**config.mk**
```make
export PLATFORM = sky130hd
export DESIGN_NAME = demux_frame_sequencer_flat
export DESIGN_NICKNAME = d
export VERILOG_FILES = /design/src/rtl/demux_pkg.sv /design/src/rtl/demux_frame_sequencer_if.sv /design/src/rtl/demux_dwell_timer.sv /design/src/rtl/demux_frame_sequencer.sv /design/src/flat_wrapper.sv
export SDC_FILE = /design/constraint.sdc
export NUM_CORES = 1
export LEC_CHECK = 0
export BUFFER_PORTS_ARGS = -buffer_cell sky130_fd_sc_hd__buf_2
export CELL_PAD_IN_SITES_DETAIL_PLACEMENT = 1
export CELL_PAD_IN_SITES_GLOBAL_PLACEMENT = 1
export CORE_MARGIN = 2
export CORE_UTILIZATION = 38
export CTS_CLUSTER_SIZE = 20
export DETAILED_ROUTE_END_ITERATION = 6
export PLACE_DENSITY = 0.83
export RECOVER_POWER = 100
export SLEW_MARGIN = 0
export SYNTH_ARGS = -nofsm -noshare
export SYNTH_HDL_FRONTEND = slang
export SYNTH_SLANG_ARGS = --single-unit
```
**constraint.sdc**
```tcl
create_clock -name clk -period 1.8 [get_ports clk]
set_clock_uncertainty 0.1 [all_clocks]
set_input_delay 0.09 -clock clk [delete_from_list [all_inputs] [get_ports clk]]
set_output_delay 0.09 -clock clk [all_outputs]
set_load 0.005 [all_outputs]
```
**src/rtl/demux_pkg.sv**
```systemverilog
// Shared constants, state type and select helper for the demux frame sequencer.
package demux_pkg;

  localparam int NCH  = 8;
  localparam int SELW = 3;

  typedef enum logic {
    IDLE = 1'b0,
    RUN  = 1'b1
  } state_t;

  // Channel number to {s1,s2,s3}; s1 carries the channel MSB.
  function automatic logic [SELW-1:0] ch_to_sel(input logic [SELW-1:0] ch);
    return ch;
  endfunction

endpackage

```
**src/rtl/demux_frame_sequencer_if.sv**
```systemverilog
// Frame handshake and demux drive bundle for the demux frame sequencer.
//
// Handshake: a frame transfers on a rising clk edge where in_valid and
// in_ready are both high and flush is low. The producer holds in_data stable
// while in_valid is high; in_data is only sampled on that transfer edge.
interface demux_frame_sequencer_if;
  import demux_pkg::*;

  logic [NCH-1:0] in_data;
  logic           in_valid;
  logic           in_ready;
  logic           flush;
  logic           a;
  logic           s1;
  logic           s2;
  logic           s3;
  logic           busy;
  logic           done;
  state_t         dbg_state;

  modport master (
    output in_data, in_valid, flush,
    input  in_ready, a, s1, s2, s3, busy, done, dbg_state
  );

  modport slave (
    input  in_data, in_valid, flush,
    output in_ready, a, s1, s2, s3, busy, done, dbg_state
  );

endinterface

```
**src/rtl/demux_dwell_timer.sv**
```systemverilog
// Per-channel hold counter: last is high in the final cycle of each dwell.
module demux_dwell_timer #(
  parameter int DWELL = 1
) (
  input  logic clk,
  input  logic rst_n,
  input  logic clear,
  input  logic run,
  output logic last
);

  localparam int CW = (DWELL > 1) ? $clog2(DWELL) : 1;
  localparam logic [CW-1:0] LAST_VAL = CW'(DWELL - 1);

  logic [CW-1:0] cnt_q;
  logic [CW-1:0] cnt_d;

  assign last = (cnt_q == LAST_VAL);

  // Next count: wrap to zero at the end of each dwell, hold when not running.
  always_comb begin
    cnt_d = cnt_q;
    if (clear) begin
      cnt_d = '0;
    end else if (run) begin
      cnt_d = last ? '0 : cnt_q + 1'b1;
    end
  end

  // Counter register.
  always_ff @(posedge clk or negedge rst_n) begin
    if (!rst_n) begin
      cnt_q <= '0;
    end else begin
      cnt_q <= cnt_d;
    end
  end

endmodule

```
**src/rtl/demux_frame_sequencer.sv**
```systemverilog
// Walks a latched 8-bit frame across the 1x8 demux, one channel per dwell.
module demux_frame_sequencer
  import demux_pkg::*;
#(
  parameter int DWELL = 1
) (
  input  logic                    clk,
  input  logic                    rst_n,
  demux_frame_sequencer_if.slave  bus
);

  state_t          state_q;
  logic [NCH-1:0]  frame_q;
  logic [SELW-1:0] ch_q;
  logic [SELW-1:0] sel_q;
  logic            a_q;
  logic            busy_q;
  logic            done_q;
  logic            in_ready_q;

  logic            running;
  logic            dwell_clear;
  logic            dwell_last;
  logic            accept;
  logic [SELW-1:0] ch_inc;

  assign running     = (state_q == RUN);
  assign dwell_clear = !running || bus.flush;
  assign accept      = bus.in_valid && in_ready_q && !bus.flush;
  assign ch_inc      = ch_q + 1'b1;

  demux_dwell_timer #(
    .DWELL (DWELL)
  ) u_dwell (
    .clk   (clk),
    .rst_n (rst_n),
    .clear (dwell_clear),
    .run   (running),
    .last  (dwell_last)
  );

  // Sequencer FSM; every demux-facing output is registered here so that a
  // and the selects always change on the same edge.
  always_ff @(posedge clk or negedge rst_n) begin
    if (!rst_n) begin
      state_q    <= IDLE;
      frame_q    <= '0;
      ch_q       <= '0;
      sel_q      <= '0;
      a_q        <= 1'b0;
      busy_q     <= 1'b0;
      done_q     <= 1'b0;
      in_ready_q <= 1'b0;
    end else begin
      done_q <= 1'b0;
      case (state_q)
        IDLE: begin
          in_ready_q <= 1'b1;
          busy_q     <= 1'b0;
          a_q        <= 1'b0;
          sel_q      <= '0;
          ch_q       <= '0;
          if (accept) begin
            frame_q    <= bus.in_data;
            a_q        <= bus.in_data[0];
            sel_q      <= ch_to_sel('0);
            busy_q     <= 1'b1;
            in_ready_q <= 1'b0;
            state_q    <= RUN;
          end
        end
        RUN: begin
          if (bus.flush) begin
            state_q    <= IDLE;
            ch_q       <= '0;
            a_q        <= 1'b0;
            sel_q      <= '0;
            busy_q     <= 1'b0;
            in_ready_q <= 1'b1;
          end else if (dwell_last) begin
            if (ch_q == SELW'(NCH - 1)) begin
              state_q    <= IDLE;
              ch_q       <= '0;
              a_q        <= 1'b0;
              sel_q      <= '0;
              busy_q     <= 1'b0;
              done_q     <= 1'b1;
              in_ready_q <= 1'b1;
            end else begin
              ch_q  <= ch_inc;
              a_q   <= frame_q[ch_inc];
              sel_q <= ch_to_sel(ch_inc);
            end
          end
        end
        default: begin
          state_q <= IDLE;
        end
      endcase
    end
  end

  assign bus.in_ready  = in_ready_q;
  assign bus.a         = a_q;
  assign bus.s1        = sel_q[2];
  assign bus.s2        = sel_q[1];
  assign bus.s3        = sel_q[0];
  assign bus.busy      = busy_q;
  assign bus.done      = done_q;
  assign bus.dbg_state = state_q;

endmodule

```
**src/flat_wrapper.sv**
```systemverilog
// flat-port wrapper written by rule: the top's interface ports become plain ports
module demux_frame_sequencer_flat import demux_pkg::*;
#(
  parameter int DWELL = 1
)
  (clk, rst_n, bus_in_data, bus_in_valid, bus_flush, bus_in_ready, bus_a, bus_s1, bus_s2, bus_s3, bus_busy, bus_done, bus_dbg_state);
  demux_frame_sequencer_if bus_i ();
  input  logic clk;
  input  logic rst_n;
  input wire logic [$bits(bus_i.in_data)-1:0] bus_in_data;
  input wire logic [$bits(bus_i.in_valid)-1:0] bus_in_valid;
  input wire logic [$bits(bus_i.flush)-1:0] bus_flush;
  output wire logic [$bits(bus_i.in_ready)-1:0] bus_in_ready;
  output wire logic [$bits(bus_i.a)-1:0] bus_a;
  output wire logic [$bits(bus_i.s1)-1:0] bus_s1;
  output wire logic [$bits(bus_i.s2)-1:0] bus_s2;
  output wire logic [$bits(bus_i.s3)-1:0] bus_s3;
  output wire logic [$bits(bus_i.busy)-1:0] bus_busy;
  output wire logic [$bits(bus_i.done)-1:0] bus_done;
  output wire logic [$bits(bus_i.dbg_state)-1:0] bus_dbg_state;
  assign bus_i.in_data = bus_in_data;
  assign bus_i.in_valid = bus_in_valid;
  assign bus_i.flush = bus_flush;
  assign bus_in_ready = bus_i.in_ready;
  assign bus_a = bus_i.a;
  assign bus_s1 = bus_i.s1;
  assign bus_s2 = bus_i.s2;
  assign bus_s3 = bus_i.s3;
  assign bus_busy = bus_i.busy;
  assign bus_done = bus_i.done;
  assign bus_dbg_state = bus_i.dbg_state;
  demux_frame_sequencer #(.DWELL(DWELL)) u_core (.clk(clk), .rst_n(rst_n), .bus(bus_i));
endmodule
```
==> metrics.cfg <==
[timing]
slew_headroom = 0.420
fmax_mhz = 607
tns_ps = 0
rsz0062_at_grt = false
hold_viol_final = 0
tightest_slew_ps = 870
fin_crit_sh = 0.915
setup_viol = 0
drv_slew = 0
fin_ws_ps = 153
period_minus_slack_ps = 1650

[synth]
ys_types = 21
synth_compound_area_frac = 0.0674
ys_seq_area_frac = 0.583
ys_ff_latch = 16
yosysMostFrequentCell = dfrtp_1
synth_area_leaders = dfrtp_1, mux2_1, ha_1
yosysWarningCount = 0
synth-async-reset-ratio = 1.00
postSynthCellCount = 50
synthMuxAreaShare = 0.153
synth_adder_area_share = 0.0546
synth_area_per_cell_um2 = 13.7
synth_common_cells = dfrtp_1, mux2_1, and2_1, ha_1, nor2b_1
synth_xor_area_frac = 0
netlist_area_um2 = 687
ys.flop_type = dfrtp_1
synth-simple-area-share = 0.118
synth_top_area_share = 0.583
synth_top_family_by_area = multiplexers
synth_edf_count = 0
synth_top_area_cell = dfrtp_1
syn-num-nets = 65

[cts]
cts_buffers = 3
insertion_delay_ps = 280
cts_max_level = 1
cts_sinks = 16
path_clk_slew_ps = 100
clock_path_buffers = 2
cts_tree = built
cts_setup_buffers = 0
cts-root-buf = clkbuf_4

[outcome]
status = finished clean

[worst_setup_path]
worstPathArrival_ps = 1730
timing.rr.start = u_core.ch_q[0]$_DFF_PN0_
critPathLaunchType = flip-flop
slowest_stage = dfrtp_1
crit_fanout = 6
worst_path_largest_cell_delay_ps = 400
worst_r2r_path_depth = 4
ff2ff_setup_slack_ps = 150
path_buf_inv = 0
reg2reg_to = u_core.bus.a$_DFF_PN0_
critical_path.cell_chain = ha_1 -> mux4_1 -> nor2_1 -> o41ai_2
cp_top_family = flip-flops
criticalPathCategory = reg -> reg
cp.required_ps = 1880
cp-end-kind = flip-flop

[grt]
grt_max_degree = 17
grt_pass1_wl_um = 2700
antenna_found_initial = 0
grt.total_usage = 0.183
grt_pass1_vias = 567
overflow = 0

[placement]
numPortBuffers = 19
post-place-ws_ps = 108
dp.cells = 94
gp_congestion = 0.744
dp_hpwl_um = 1110

[pwr]
p_int_uw = 637
power_frac_seq = 0.532
cellPowerDensity_nw_per_um2 = 896
clkPwrFrac = 0.279
leakage_nw = 0.477
p_sw_frac = 0.253
comb_power_share = 0.189
ir_drop_v = 0.000432
p_sw_uw = 216

[hold_path]
hp-class = in -> reg
holdPathEnd = u_core.ch_q[2]$_DFF_PN0_
hold_depth = 3
hp-start = bus_flush

[floorplanning]
chipWidth_um = 46.5
core_area_um2 = 1710
die-height_um = 46.5
die_area_um2 = 2160
io_pins = 20
start_util = 0.402
fp-row-count = 15

[final_layout]
antenna_cells = 0
stdcell_count = 107
nNetsFinal = 98
drive_gt1_frac = 0.280
areaGrowthSynthToFinish_pct = 38.4
fill_cells = 181

[route]
first_iter_violations = 2
drtPass1Iterations = 3
viasPerCell = 4.81
routedWlPerCell_um = 14.8
drc_errors = 0
vias = 515
wl_um = 1590
ant_nets = 0

[run]
drv_cap = 0

-- how the worst max path moves through the flow --
stage / start / end / slack (ps) / depth (start not counted)
floorplan: u_core.ch_q[0]$_DFF_PN0_ / u_core.bus.a$_DFF_PN0_ / 180 / 4
global placement: u_core.ch_q[0]$_DFF_PN0_ / u_core.bus.a$_DFF_PN0_ / 230 / 4
detailed placement: u_core.ch_q[0]$_DFF_PN0_ / u_core.bus.a$_DFF_PN0_ / 110 / 4
CTS: u_core.ch_q[0]$_DFF_PN0_ / u_core.bus.a$_DFF_PN0_ / 90 / 4
global route: u_core.ch_q[0]$_DFF_PN0_ / u_core.bus.a$_DFF_PN0_ / 30 / 4
finish: u_core.ch_q[0]$_DFF_PN0_ / u_core.bus.a$_DFF_PN0_ / 150 / 4
-- flip-flops by register name, summed over array words and instances, names as in the netlist --
register              count
u_core.bus.a              1
u_core.bus.in_ready       1
u_core.bus.dbg_state      1
u_core.bus.busy           1
u_core.ch_q               3
u_core.frame_q            8
u_core.bus.done           1
-- final cells by class --
type                    instances  area, um^2  area share
well taps                      25        31.3      0.0329
clock buffers                   4        36.3      0.0382
multi-input cells              30         284       0.299
inverters                       3        11.3      0.0118
repair buffers                 29         188       0.197
flip-flops and latches         16         400       0.421
-- power by group through the flow --
stage / Clock (mW) / Sequential, mW / Combinational [mW]
detailed placement: 0 / 0.459 / 0.142
floorplan: 0 / 0.449 / 0.0861
CTS: 0.246 / 0.452 / 0.157
finish: 0.238 / 0.454 / 0.161
global route: 0.266 / 0.464 / 0.179
global placement: 0 / 0.453 / 0.131
-- metal layers --
metal,part of all wire,track usage
met3,0.040,0.0353
met4,0,0.0514
met2,0.52,0.311
met1,0.44,0.234
met5,0,0
-- stage by stage --
stage / hold slack, ps / utilization / instance area, um^2 / power [mW]
2_1_floorplan: -306 / - / 687 / 0.535
3_3_place_gp: -80.2 / 0.478 / 816 / 0.584
3_5_place_dp: -73.0 / 0.478 / 816 / 0.601
4_1_cts: 42.5 / 0.552 / 942 / 0.856
5_1_grt: 53.1 / 0.557 / 951 / 0.909
6_report: 51.1 / 0.557 / 951 / 0.852
-- worst min-delay path: cells and delay by family --
family                 cells  cell delay [ps]
buffers and inverters      1               90
and+or+nand+nor            2              220
-- cells by family (layout without fill, tap and decap cells) --
| group | after synthesis | in the layout |
|---|---|---|
| buffers and inverters | 4 | 36 |
| muxes | 8 | 8 |
| adders and majority gates | 3 | 3 |
| and+or+nand+nor | 13 | 13 |
| DFF | 16 | 16 |
| AOI/OAI and AO/OA | 6 | 6 |
-- cell usage in the layout (no fill, tap or decap), drive strengths merged --
cell         count
dlygate4sd3      9
inv              3
dfrtp           16
o41ai            1
mux2             7
ha               3
nor2             1
buf             16
o21ai            1
a21oi            1
and4bb           1
a2111oi          1
mux4             1
nand2            2
clkbuf           8
o2111a           1
and2b            1
a21o             1
and2             3
nand2b           1
nor2b            3
or2              1
-- what timing repair did --
item | 4_1_cts | 5_1_grt
setup endpoints to repair | 0 | 1
endpoints found under the hold margin | 25 | 0
gates resized for setup | 0 | 3
hold buffers | 9 | 0
Note: power is estimated with default switching activity, not from simulation.
